### src/rtl/sound_mem_pkg.sv
// rtl/sound_mem_pkg.sv - shared constants and state encoding for the sound/memory front end
// Contents:
//   ADDR_W            width of the captured host address
//   ST_* / state_e    address deserializer state encoding
//   SOUND_ADDR_DECODE upper address byte decoded as the sound chip window
package sound_mem_pkg;

    localparam int ADDR_W = 16;

    localparam logic [2:0] ST_IDLE   = 3'd0;
    localparam logic [2:0] ST_LOAD   = 3'd1;
    localparam logic [2:0] ST_SAMPLE = 3'd2;
    localparam logic [2:0] ST_CLKHI  = 3'd3;
    localparam logic [2:0] ST_DONE   = 3'd4;

    typedef enum logic [2:0] {
        S_IDLE   = ST_IDLE,
        S_LOAD   = ST_LOAD,
        S_SAMPLE = ST_SAMPLE,
        S_CLKHI  = ST_CLKHI,
        S_DONE   = ST_DONE
    } state_e;

    localparam logic [7:0] SOUND_ADDR_DECODE = 8'h84;

endpackage

### src/rtl/sync_ff.sv
// rtl/sync_ff.sv - multi-stage synchroniser for an asynchronous single-bit input
// Ports:
//   clk     system clock
//   resetn  asynchronous active-low reset; every stage resets to 1
//   d       asynchronous input
//   q       synchronised output (last stage)
module sync_ff #(
    parameter int STAGES = 2
) (
    input  logic clk,
    input  logic resetn,
    input  logic d,
    output logic q
);

    logic [STAGES-1:0] stages_q;
    logic [STAGES-1:0] stages_d;

    if (STAGES > 1) begin : g_chain
        assign stages_d = {stages_q[STAGES-2:0], d};
    end else begin : g_single
        assign stages_d = d;
    end

    // Reset to 1 so an idle-high strobe never looks like a falling edge after reset.
    always_ff @(posedge clk or negedge resetn) begin
        if (!resetn) begin
            stages_q <= '1;
        end else begin
            stages_q <= stages_d;
        end
    end

    assign q = stages_q[STAGES-1];

endmodule

### src/rtl/addr_deserializer.sv
// rtl/addr_deserializer.sv - captures the host address from two external shift chains on each MEMEN fall
// Ports:
//   clk        system clock
//   reset      asynchronous active-low reset
//   memen      host MEMEN (active low, asynchronous)
//   a15        host A15 (asynchronous)
//   adrin1     serial data from chain 1 (A0..A7, MSB first)
//   adrin2     serial data from chain 2 (A8..A14, then an unused bit)
//   o_shld     chain shift/load (0 = load, 1 = shift)
//   o_serclk   chain shift clock (rising edge shifts)
//   o_address  captured address, bit15 = TI A0 ... bit0 = TI A15
//   o_valid    one-cycle strobe when o_address updates
//   o_busy     capture in progress
module addr_deserializer
    import sound_mem_pkg::*;
#(
    parameter int CLK_DIV     = 2,
    parameter int LOAD_CYCLES = 2,
    parameter int CHAIN_BITS  = 8,
    parameter int SYNC_STAGES = 2
) (
    input  logic              clk,
    input  logic              reset,
    input  logic              memen,
    input  logic              a15,
    input  logic              adrin1,
    input  logic              adrin2,
    output logic              o_shld,
    output logic              o_serclk,
    output logic [ADDR_W-1:0] o_address,
    output logic              o_valid,
    output logic              o_busy
);

    localparam int DIV_W = 8;
    localparam int CNT_W = $clog2(CHAIN_BITS);
    localparam logic [DIV_W-1:0] CLK_LAST  = DIV_W'(CLK_DIV - 1);
    localparam logic [DIV_W-1:0] LOAD_LAST = DIV_W'(LOAD_CYCLES - 1);
    localparam logic [CNT_W-1:0] CNT_LAST  = CNT_W'(CHAIN_BITS - 1);

    logic memen_s;
    logic a15_s;

    sync_ff #(.STAGES(SYNC_STAGES)) u_memen_sync (
        .clk    (clk),
        .resetn (reset),
        .d      (memen),
        .q      (memen_s)
    );

    sync_ff #(.STAGES(SYNC_STAGES)) u_a15_sync (
        .clk    (clk),
        .resetn (reset),
        .d      (a15),
        .q      (a15_s)
    );

    state_e                  state_q, state_d;
    logic [DIV_W-1:0]        div_q, div_d;
    logic [CNT_W-1:0]        cnt_q, cnt_d;
    logic [CHAIN_BITS-1:0]   sr1_q, sr1_d;
    logic [CHAIN_BITS-1:0]   sr2_q, sr2_d;
    logic                    hold_q, hold_d;
    logic [ADDR_W-1:0]       addr_q, addr_d;
    logic                    shld_q, shld_d;
    logic                    serclk_q, serclk_d;
    logic                    valid_q, valid_d;
    logic                    busy_q, busy_d;
    logic                    memen_prev_q, memen_prev_d;
    logic                    memen_fall;

    // The previous-sample flop tracks memen_s in every state, so a fall that
    // happens while busy is consumed and never replayed once back in IDLE.
    assign memen_fall = memen_prev_q & ~memen_s;

    always_comb begin
        state_d      = state_q;
        div_d        = div_q;
        cnt_d        = cnt_q;
        sr1_d        = sr1_q;
        sr2_d        = sr2_q;
        hold_d       = hold_q;
        addr_d       = addr_q;
        shld_d       = 1'b1;
        serclk_d     = 1'b0;
        valid_d      = 1'b0;
        busy_d       = busy_q;
        memen_prev_d = memen_s;

        // Output flops carry the value for the state being entered, so the
        // pins change on the same edge as the state register.
        case (state_q)
            S_IDLE: begin
                busy_d = 1'b0;
                if (memen_fall) begin
                    state_d = S_LOAD;
                    div_d   = '0;
                    hold_d  = a15_s;
                    busy_d  = 1'b1;
                    shld_d  = 1'b0;
                end
            end
            S_LOAD: begin
                if (memen_s) begin
                    state_d = S_IDLE;
                    busy_d  = 1'b0;
                end else if (div_q == LOAD_LAST) begin
                    state_d = S_SAMPLE;
                    div_d   = '0;
                    cnt_d   = '0;
                end else begin
                    div_d  = div_q + 1'b1;
                    shld_d = 1'b0;
                end
            end
            S_SAMPLE: begin
                if (memen_s) begin
                    state_d = S_IDLE;
                    busy_d  = 1'b0;
                end else if (div_q == CLK_LAST) begin
                    // Chain output is stable here: the next rising SRCLK is
                    // launched on this same edge.
                    sr1_d = {sr1_q[CHAIN_BITS-2:0], adrin1};
                    sr2_d = {sr2_q[CHAIN_BITS-2:0], adrin2};
                    div_d = '0;
                    if (cnt_q == CNT_LAST) begin
                        state_d = S_DONE;
                    end else begin
                        state_d  = S_CLKHI;
                        serclk_d = 1'b1;
                    end
                end else begin
                    div_d = div_q + 1'b1;
                end
            end
            S_CLKHI: begin
                if (memen_s) begin
                    state_d = S_IDLE;
                    busy_d  = 1'b0;
                end else if (div_q == CLK_LAST) begin
                    state_d = S_SAMPLE;
                    div_d   = '0;
                    cnt_d   = cnt_q + 1'b1;
                end else begin
                    div_d    = div_q + 1'b1;
                    serclk_d = 1'b1;
                end
            end
            S_DONE: begin
                // Last bit of chain 2 is a spare position on the board.
                addr_d  = {sr1_q, sr2_q[CHAIN_BITS-1:1], hold_q};
                valid_d = 1'b1;
                busy_d  = 1'b0;
                state_d = S_IDLE;
            end
            default: begin
                state_d = S_IDLE;
                busy_d  = 1'b0;
            end
        endcase
    end

    always_ff @(posedge clk or negedge reset) begin
        if (!reset) begin
            state_q      <= S_IDLE;
            div_q        <= '0;
            cnt_q        <= '0;
            sr1_q        <= '0;
            sr2_q        <= '0;
            hold_q       <= 1'b0;
            addr_q       <= '0;
            shld_q       <= 1'b1;
            serclk_q     <= 1'b0;
            valid_q      <= 1'b0;
            busy_q       <= 1'b0;
            memen_prev_q <= 1'b1;
        end else begin
            state_q      <= state_d;
            div_q        <= div_d;
            cnt_q        <= cnt_d;
            sr1_q        <= sr1_d;
            sr2_q        <= sr2_d;
            hold_q       <= hold_d;
            addr_q       <= addr_d;
            shld_q       <= shld_d;
            serclk_q     <= serclk_d;
            valid_q      <= valid_d;
            busy_q       <= busy_d;
            memen_prev_q <= memen_prev_d;
        end
    end

    assign o_shld    = shld_q;
    assign o_serclk  = serclk_q;
    assign o_address = addr_q;
    assign o_valid   = valid_q;
    assign o_busy    = busy_q;

endmodule

### config.mk
export PLATFORM = sky130hd
export DESIGN_NAME = addr_deserializer
export DESIGN_NICKNAME = d
export VERILOG_FILES = /design/src/rtl/sound_mem_pkg.sv /design/src/rtl/sync_ff.sv /design/src/rtl/addr_deserializer.sv
export SDC_FILE = /design/constraint.sdc
export NUM_CORES = 1
export LEC_CHECK = 0
export BUFFER_PORTS_ARGS = -buffer_cell sky130_fd_sc_hd__buf_2
export CORE_MARGIN = 5
export CORE_UTILIZATION = 30
export DETAILED_ROUTE_END_ITERATION = 6
export GPL_ROUTABILITY_DRIVEN = 1
export PLACE_DENSITY_LB_ADDON = 0.1
export RECOVER_POWER = 50
export SLEW_MARGIN = 10
export SYNTH_ARGS = -nofsm -noshare
export SYNTH_HDL_FRONTEND = slang
export SYNTH_SLANG_ARGS = --single-unit
### constraint.sdc
create_clock -name clk -period 2.67 [get_ports clk]
set_clock_uncertainty 0.1 [all_clocks]
set_input_delay 0.534 -clock clk [delete_from_list [all_inputs] [get_ports clk]]
set_output_delay 0.534 -clock clk [all_outputs]
set_load 0.03 [all_outputs]
==> results of run 1 <==
## cells in the final DEF, fill, tap and decap left out, drive strengths merged
cell type,count
a22o,2
or3,3
a21oi,6
clkinvlp,1
nor2,9
buf,25
and2,1
or2,2
and3,3
nand2b,2
mux2,34
o41ai,1
dfrtp,50
a41oi,2
a21o,1
nor3,3
a2111oi,1
a311oi,2
nor4,1
dfstp,6
clkinv,1
mux2i,1
a31oi,5
nand2,14
nand3,7
ha,4
o21ai,9
inv,4
clkbuf,10
## layout make-up
| class | instances | area, µm² |
|---|---|---|
| fill | 802 | 5050 |
| sequential | 56 | 1410 |
| multi-input combinational | 113 | 907 |
| timing repair buffer | 30 | 169 |
| tap | 102 | 128 |
| clock buffer | 5 | 68.8 |
| clock inverter | 3 | 27.5 |
| inverter | 3 | 11.3 |
## through the flow
| stage | worst slack, ns | total power [µW] |
|---|---|---|
| 4_1_cts | 0.509 | 2020 |
| 5_1_grt | 0.382 | 2120 |
| 2_1_floorplan | 0.585 | 1390 |
| 6_report | 0.501 | 1990 |
| 3_3_place_gp | 0.545 | 1500 |
| 3_5_place_dp | 0.521 | 1510 |
## logic make-up after synthesis
kind of cell             count (synthesis)  share of synthesized area
AO/OA/AOI/OAI                           29                     0.0774
adder cells (fa/ha/maj)                  4                     0.0209
buffers and inverters                   11                     0.0324
flip-flops                              56                      0.589
multiplexers                            35                      0.178
AND/OR/NAND/NOR                         45                      0.102
## power groups by stage
stage	Combinational, µW	Clock, µW	Sequential (µW)
2_1_floorplan	355	0	1030
5_1_grt	514	542	1060
6_report	455	490	1040
3_5_place_dp	456	0	1060
4_1_cts	458	517	1040
3_3_place_gp	451	0	1050
## registers in the layout (all words and copies together), names as in the netlist, 2 cells and up
name,count
cnt_q,3
div_q,8
o_address,16
sr1_q,8
sr2_q,8
state_q,3
u_a15_sync.stages_q,2
u_memen_sync.stages_q,2
## metal layers
| metal | GRT usage | vias up | part of all wire |
|---|---|---|---|
| met3 | 0.0245 | 3 | 0.036 |
| met5 | 0 | - | 0 |
| met4 | 0.0315 | 0 | 0.0032 |
| li1 | - | 697 | - |
| met2 | 0.138 | 27 | 0.46 |
| met1 | 0.129 | 719 | 0.50 |
## worst register-to-register path, delay by kind of cell (launching register included)
kind                   cells  cell delay, ns
flip-flops                 1            0.48
AND/OR/NAND/NOR            3            0.94
multiplexers               1            0.32
buffers and inverters      1            0.23
## synthesized netlist by cell type
cell / n
a21o_1: 1
a22o_2: 1
and2_1: 1
clkdlybuf4s15_2: 1
nor4_4: 1
and3_2: 2
ha_1: 4
buf_4: 1
or3_2: 1
nor2_1: 8
nor2_2: 1
and3_1: 1
o21ai_0: 9
a2111oi_0: 1
nand2_1: 14
inv_1: 3
buf_2: 1
a31oi_1: 5
mux2i_1: 1
nand3_1: 6
a41oi_1: 2
a22o_1: 1
buf_12: 1
a21oi_1: 6
mux2_2: 25
nor3_1: 3
buf_6: 1
or3_1: 2
dfstp_2: 6
mux2_4: 9
or2_2: 2
dfrtp_1: 50
nand3_4: 1
o41ai_1: 1
a311oi_1: 2
clkbuf_1: 2
nand2b_1: 2
buf_1: 1
## worst paths after layout
| kind | startpoint | endpoint | slack [ns] | cells after the start |
|---|---|---|---|---|
| worst max-delay path | div_q[4] | sr2_q[1] | 0.50 | 5 |
| worst min-delay path | a15 | u_a15_sync.stages_q[0] | 0.22 | 1 |
| worst max register to register | div_q[4] | sr2_q[1] | 0.50 | 5 |
| worst min register to register | u_a15_sync.stages_q[0] | u_a15_sync.stages_q[1] | 0.26 | 0 |
| max in group asynchronous | reset | u_memen_sync.stages_q[0] | 1.03 | 2 |
| min in group asynchronous | reset | o_address[11] | 0.51 | 1 |
==> flow_summary_export.csv, run 1 <==
group,metric,value,unit
layout,final_cells,312,
layout,drive_gt1_frac,0.386,
layout,fin_nets,219,
critical_path,arrival,2.27,ns
routing,wirelength,4.34,mm
power,pwr-share-comb,0.229,
critical_path,cp_slowest_cell,"dfrtp_1",
sta,whs,0.216,ns
sta,drv_slew,29,
synth,synth_top_area_cell,"dfrtp_1",
critical_path,endpoint_kind,"register",
routing,drtIter0Drc,37,
hold_path,hold_class,"primary input to register",
clocking,cts_resized,0,
clocking,cts_buffers,5,
placed_design,numPortBuffers,25,
synth,ys_seq_area_frac,0.589,
critical_path,cp_top_family,"simple AND/OR/NAND/NOR gates",
sta,finalSetupViolCount,0,
outcome,status,"finished, violations left",
power,clock_power_share,0.246,
sta,finalCritPeriodShare,0.812,
synth,ys_warn_count,0,
layout,fin_area,2720,µm²
grt,grt_pass1_vias,1469,
synth,synthCells,180,
critical_path,crit_fanout,17,
sta,hold_viol,0,
grt,grt_antenna_before_repair,0,
critical_path,slowest_delay,0.48,ns
power,swShare,0.328,
power,p_leak,0.00134,µW
sta,worst_pin_slew,1.60,ns
clocking,cts_tree,"done",
layout,syn2layout_area_growth,13.6,%
outcome,violations,"capacitance limit, slew limit",
floorplanning,io_pins,26,
clocking,cts_max_level,2,
grt,grt_usage,0.0922,
critical_path,startpoint_type,"register",
synth,avgSynthCellArea,13.3,µm²
clocking,postCtsSetupBuffers,0,
grt,grt_pass1_wl,7.37,mm
layout,final_util,0.350,
critical_path,path_buf_inv,1,
placed_design,place_area,2630,µm²
critical_path,worstPathCellList,"nor4_4 -> nand3_4 -> or3_1 -> buf_4 -> mux2_4",
placed_design,dpl.hpwl,3.00,mm
critical_path,critPathKind,"register to register",
power,powerDensity,731,nW/µm²
routing,vias,1446,
sta,timing.setup.tns,0,ns
clocking,holdBufCountCts,0,
routing,firstDrtPassIters,5,
job,maxCapViolations,1,
power,switchingPower,651,µW
power,p_seq_frac,0.525,
synth,synth_nets,190,
clocking,clk_latency,0.31,ns
synth,yosys-top-cells-area,"dfrtp_1, mux2_2, dfstp_2, mux2_4, nand2_1",
floorplanning,die_h,99.3,µm
power,intPower,1340,µW
placed_design,post-place-cells,304,
floorplanning,die_w,99.3,µm
clocking,cts_buffer_depth,2,
clocking,root_buffer,"clkbuf_8",
floorplanning,dieArea,9860,µm²
grt,grt_overflow_total,0,
placed_design,routabilityCongestion,0.772,
synth,synth-seq-cells,56,
sta,rsz0062_at_grt,"no",
floorplanning,rows,32,
sta,fin_crit,2.17,ns
sta,fmax,0.461,GHz
clocking,clock_sinks,56,
synth,synth_top_area_share,0.523,
sta,slew_headroom,-0.0678,
layout,diodes,0,
grt,grt_max_degree,30,
routing,routedWlPerCell,13.9,µm
routing,ant_nets,0,
routing,drc_errors,0,
critical_path,cp.required,2.77,ns
power,ir_drop,0.251,mV
routing,via_per_inst,4.63,
floorplanning,core_area,7770,µm²
synth,synth.distinct_cells,38,
clocking,clkTransAtPathRegs,0.10,ns
floorplanning,start_util,0.308,
synth,synth_area,2390,µm²
Note: power is estimated with default switching activity, not from simulation.
==> inputs of run 2 (changes only) <==
==> constraint.sdc (replaced) <==
create_clock -name clk -period 2.06 [get_ports clk]
set_clock_uncertainty 0.1 [all_clocks]
set_input_delay 0.412 -clock clk [delete_from_list [all_inputs] [get_ports clk]]
set_output_delay 0.412 -clock clk [all_outputs]
set_load 0.03 [all_outputs]
==> run 2 against run 1 <==
Against the previous run: the flow now finishes without violations; clock power increased by 29%; setup slack got worse by 0.37 ns; sequential cell count did not move; global-route usage grew 0.55 points; maximum frequency rose by 13%; worst hold slack got worse by 0.13 ns; core utilization increased by 0.63 points; non-clock buffer count increased by 8; die area unchanged.
==> flow_summary_export.csv, run 2 (synthesis gave the netlist of run 1 again) <==
group,metric,value,unit
critical_path,cp_slowest_cell,"dfrtp_1",
floorplanning,core_area,7770,µm²
layout,fin_area,2770,µm²
floorplanning,dieArea,9860,µm²
routing,wirelength,4.54,mm
grt,grt_pass1_wl,7.72,mm
grt,grt_antenna_before_repair,0,
routing,drc_errors,0,
job,maxCapViolations,0,
layout,fin_nets,227,
layout,largest_reg_flops,16,
sta,finalSetupViolCount,0,
power,ir_drop,0.340,mV
critical_path,worstPathCellList,"nor4_4 -> nand3_4 -> or3_1 -> buf_4 -> mux2_4",
clocking,postCtsSetupBuffers,0,
clocking,clock_sinks,56,
layout,final_cell_mix,"dfrtp_1, mux2_2, buf_2",
sta,rsz0062_at_grt,"no",
power,powerDensity,946,nW/µm²
grt,grt_overflow_total,0,
floorplanning,die_w,99.3,µm
sta,fin_crit,1.93,ns
routing,ant_nets,0,
critical_path,arrival,2.03,ns
floorplanning,die_h,99.3,µm
clocking,cts_resized,0,
clocking,root_buffer,"clkbuf_8",
placed_design,place_ws,0.0874,ns
clocking,cts_buffer_depth,2,
routing,firstDrtPassIters,4,
sta,drv_slew,0,
outcome,status,"complete, no violations",
floorplanning,start_util,0.308,
layout,regArea,1410,µm²
clocking,clk_latency,0.31,ns
routing,vias,1521,
placed_design,place_area,2680,µm²
sta,hold_viol,0,
sta,setup_ws,0.133,ns
clocking,clkTransAtPathRegs,0.10,ns
sta,slew_headroom,0.489,
grt,grt_usage,0.0977,
routing,drtIter0Drc,54,
power,p_leak,0.00137,µW
sta,whs,0.0894,ns
critical_path,path_buf_inv,1,
layout,drive_gt1_frac,0.408,
clocking,cts_tree,"done",
critical_path,critPathKind,"register to register",
placed_design,dpl.hpwl,3.22,mm
sta,finalCritPeriodShare,0.935,
grt,grt_pass1_vias,1552,
sta,fmax,0.519,GHz
placed_design,numPortBuffers,25,
sta,timing.setup.tns,0,ns
floorplanning,io_pins,26,
layout,final_common_cell,"dfrtp_1",
critical_path,endpoint_kind,"register",
layout,final_util,0.356,
layout,fillers,795,
critical_path,crit_fanout,17,
layout,diodes,0,
critical_path,cp.required,2.16,ns
grt,grt_max_degree,57,
critical_path,slowest_delay,0.44,ns
floorplanning,rows,32,
critical_path,r2r_slack,0.13,ns
routing,via_per_inst,4.75,
critical_path,cp_top_family,"simple AND/OR/NAND/NOR gates",
layout,syn2layout_area_growth,15.7,%
layout,multi_input_area,907,µm²
routing,routedWlPerCell,14.2,µm
sta,worst_pin_slew,0.767,ns
placed_design,routabilityCongestion,0.787,
clocking,cts_buffers,5,
hold_path,hold_class,"primary input to register",
critical_path,startpoint_type,"register",
clocking,cts_max_level,2,
## run 2: cell types whose count changed in the layout (fill, tap and decap cells not counted)
| cell | before | now |
|---|---|---|
| buf_12 | 1 | 0 |
| inv_6 | 0 | 2 |
| buf_4 | 4 | 11 |
| buf_2 | 20 | 21 |
| dlygate4sd3_1 | 0 | 1 |
| clkbuf_4 | 0 | 1 |
| clkinv_4 | 1 | 0 |
| clkbuf_1 | 5 | 4 |
| inv_8 | 1 | 0 |
## run 2: through the flow
step	std cells	total power, µW
3_5_place_dp	311	2020
6_report	320	2620
4_1_cts	320	2670
2_1_floorplan	180	1800
5_1_grt	320	2800
3_3_place_gp	311	1990
## run 2: layer usage
metal,vias to the layer above,part of all wire,GRT usage
met5,-,0,0
met4,0,0.017,0.0399
met3,10,0.047,0.0302
met2,36,0.47,0.152
met1,757,0.46,0.127
li1,718,-,-
## run 2: where the power goes
part	internal (µW)	total, µW	switching (µW)
registers	1220	1350	124
clock network	249	630	381
logic	289	639	350
total	1760	2620	855
## run 2: final timing paths
check / start / to / cells after the start
setup / recovery: div_q[7] / sr1_q[7] / 5
hold / removal: a15 / u_a15_sync.stages_q[0] / 1
setup reg to reg: div_q[7] / sr1_q[7] / 5
hold reg to reg: u_a15_sync.stages_q[0] / u_a15_sync.stages_q[1] / 0
max in group asynchronous: reset / div_q[4] / 3
min in group asynchronous: reset / cnt_q[2] / 3
## run 2: cell type report
cell class,count,area share
flip-flops and latches,56,0.509
multi-input cells,113,0.328
repair buffers,38,0.0795
well taps,102,0.0461
clock buffers,5,0.0249
clock inverters,3,0.00904
inverters,3,0.00407
## run 2: timing repair
action                     in CTS  in global routing
hold buffers                    1                  0
setup endpoints to repair       0                  2
hold endpoints to repair       45                  0
==> inputs of run 3 (changes only) <==
--- a/config.mk
+++ b/config.mk
@@ -6,6 +6,7 @@
 export NUM_CORES = 1
 export LEC_CHECK = 0
 export BUFFER_PORTS_ARGS = -buffer_cell sky130_fd_sc_hd__buf_2
+export CORE_ASPECT_RATIO = 0.5
 export CORE_MARGIN = 5
 export CORE_UTILIZATION = 30
 export DETAILED_ROUTE_END_ITERATION = 6
==> run 3 against run 2 <==
Against the previous run: setup slack got worse by 0.062 ns; die area is 1.1% higher; first-iteration DRC count increased by 26%; maximum frequency is 3.1% lower; via count shrank 1.4%; register-to-register slack got worse by 0.06 ns; count of clock-buffer cells in the layout is 1 higher; cell area rose by 2.4%; power increased by 8.4%; cell count grew 2.5%; highest routed layer unchanged.
==> flow_summary_export.csv, run 3 (synthesis gave the netlist of run 1 again) <==
group,metric,value,unit
critical_path,cp.required,2.13,ns
placed_design,dpl.hpwl,2.94,mm
sta,slew_headroom,0.0648,
routing,wirelength,4.49,mm
hold_path,hold_class,"primary input to register",
sta,finalSetupViolCount,0,
placed_design,place_area,2710,µm²
sta,finalCritPeriodShare,0.965,
critical_path,regToRegStartpoint,"div_q[7]",
floorplanning,die_h,73.2,µm
critical_path,arrival,2.06,ns
sta,rsz0062_at_grt,"no",
grt,grt_pass1_wl,7.60,mm
sta,worst_pin_slew,1.40,ns
routing,drc_errors,0,
floorplanning,rows,23,
layout,fin_area,2840,µm²
layout,diodes,0,
clocking,cts_buffer_depth,2,
clocking,cts_max_level,2,
layout,final_common_cell,"dfrtp_1",
clocking,cts_tree,"done",
layout,fin_nets,225,
clocking,clock_sinks,56,
critical_path,cp-endpoint,"sr2_q[3]",
floorplanning,core_area,7890,µm²
layout,final_cell_mix,"dfrtp_1, mux2_2, buf_2",
floorplanning,dieArea,9970,µm²
critical_path,critPathKind,"register to register",
critical_path,r2r_slack,0.07,ns
routing,wl_met2,2.00,mm
sta,timing.setup.tns,0,ns
sta,fin_crit,1.99,ns
clocking,root_buffer,"clkbuf_16",
routing,firstDrtPassIters,4,
clocking,postCtsSetupBuffers,0,
sta,drv_slew,0,
placed_design,routabilityCongestion,0.818,
clocking,holdBufCountCts,0,
routing,ant_nets,0,
power,p_leak,0.00139,µW
routing,vias,1499,
clocking,clkTransAtPathRegs,0.07,ns
sta,fmax,0.503,GHz
routing,met3_length,211,µm
layout,largest_reg_flops,16,
outcome,status,"complete, no violations",
floorplanning,start_util,0.304,
grt,grt_pass1_vias,1578,
critical_path,crit_path_start,"div_q[7]",
critical_path,r2r_end,"sr2_q[3]",
clocking,clk_latency,0.28,ns
critical_path,endpoint_kind,"register",
critical_path,reg2regPathDepth,5,
placed_design,numPortBuffers,25,
layout,fillers,791,
floorplanning,io_pins,26,
routing,top_layer_used,"met4",
routing,routedWlPerCell,13.7,µm
layout,syn2layout_area_growth,18.5,%
routing,drtIter0Drc,68,
job,maxCapViolations,0,
grt,grt_usage,0.0951,
sta,hold_viol,0,
floorplanning,die_w,136,µm
routing,via_per_inst,4.57,
clocking,cts_resized,0,
clocking,cts_buffers,5,
power,powerDensity,1000,nW/µm²
routing,wl_met1,2.25,mm
grt,grt_overflow_total,0,
grt,grt_antenna_before_repair,0,
hold_path,hold_path_depth,1,
critical_path,startpoint_type,"register",
critical_path,crit_fanout,17,
layout,drive_gt1_frac,0.398,
power,ir_drop,0.441,mV
grt,grt_max_degree,57,
## run 3: cell count changes in the layout (fill, tap and decap cells not counted), moves of 2 or more
cell	previous run	this run
inv_6	2	0
buf_12	0	2
clkbuf_16	0	5
clkbuf_1	4	6
buf_4	11	8
clkbuf_8	5	0
## run 3: power breakdown
| group | leakage (µW) | switching (µW) | internal (µW) |
|---|---|---|---|
| logic | 0.000573 | 365 | 304 |
| registers | 0.000748 | 104 | 1230 |
| clock network | 0.0000671 | 385 | 454 |
| total | 0.00139 | 853 | 1980 |
## run 3: cell type report
| type | instances | area [µm²] | share of cell area |
|---|---|---|---|
| timing repair buffer | 36 | 224 | 0.0790 |
| sequential | 56 | 1410 | 0.497 |
| clock buffer | 6 | 129 | 0.0454 |
| clock inverter | 2 | 16.3 | 0.00573 |
| inverter | 3 | 11.3 | 0.00397 |
| tap | 112 | 140 | 0.0494 |
| multi-input combinational | 113 | 907 | 0.320 |
## run 3: how the worst min path moves through the flow
| stage | to | start |
|---|---|---|
| floorplan | cnt_q[0] | reset |
| global placement | u_a15_sync.stages_q[1] | u_a15_sync.stages_q[0] |
| detailed placement | u_memen_sync.stages_q[1] | u_memen_sync.stages_q[0] |
| CTS | o_address[2] | reset |
| global route | u_a15_sync.stages_q[0] | a15 |
| finish | u_a15_sync.stages_q[0] | a15 |
## run 3: metrics by stage
step | power [µW] | worst slack (ns) | instances | hold WS [ns] | util
global placement | 2020 | 0.0841 | 320 | 0.247 | 0.344
finish | 2840 | 0.0712 | 328 | 0.119 | 0.360
CTS | 2890 | 0.0333 | 328 | 0.0271 | 0.362
floorplan | 1800 | 0.0152 | 180 | 0.0164 | -
global route | 3010 | 0.0128 | 328 | 0.105 | 0.360
detailed placement | 2030 | 0.0572 | 320 | 0.248 | 0.344
## run 3: worst max-delay path, cell delays in order, from the launching register on
cell and delay, ns:
dfrtp_1 0.43, nor4_4 0.39, nand3_4 0.09, or3_1 0.37, buf_12 0.18, mux2_4 0.30
## run 3: layer usage
metal | GRT usage | vias up
met2 | 0.148 | 39
met4 | 0.0235 | 0
li1 | - | 713
met1 | 0.131 | 745
met5 | 0 | -
met3 | 0.0275 | 2
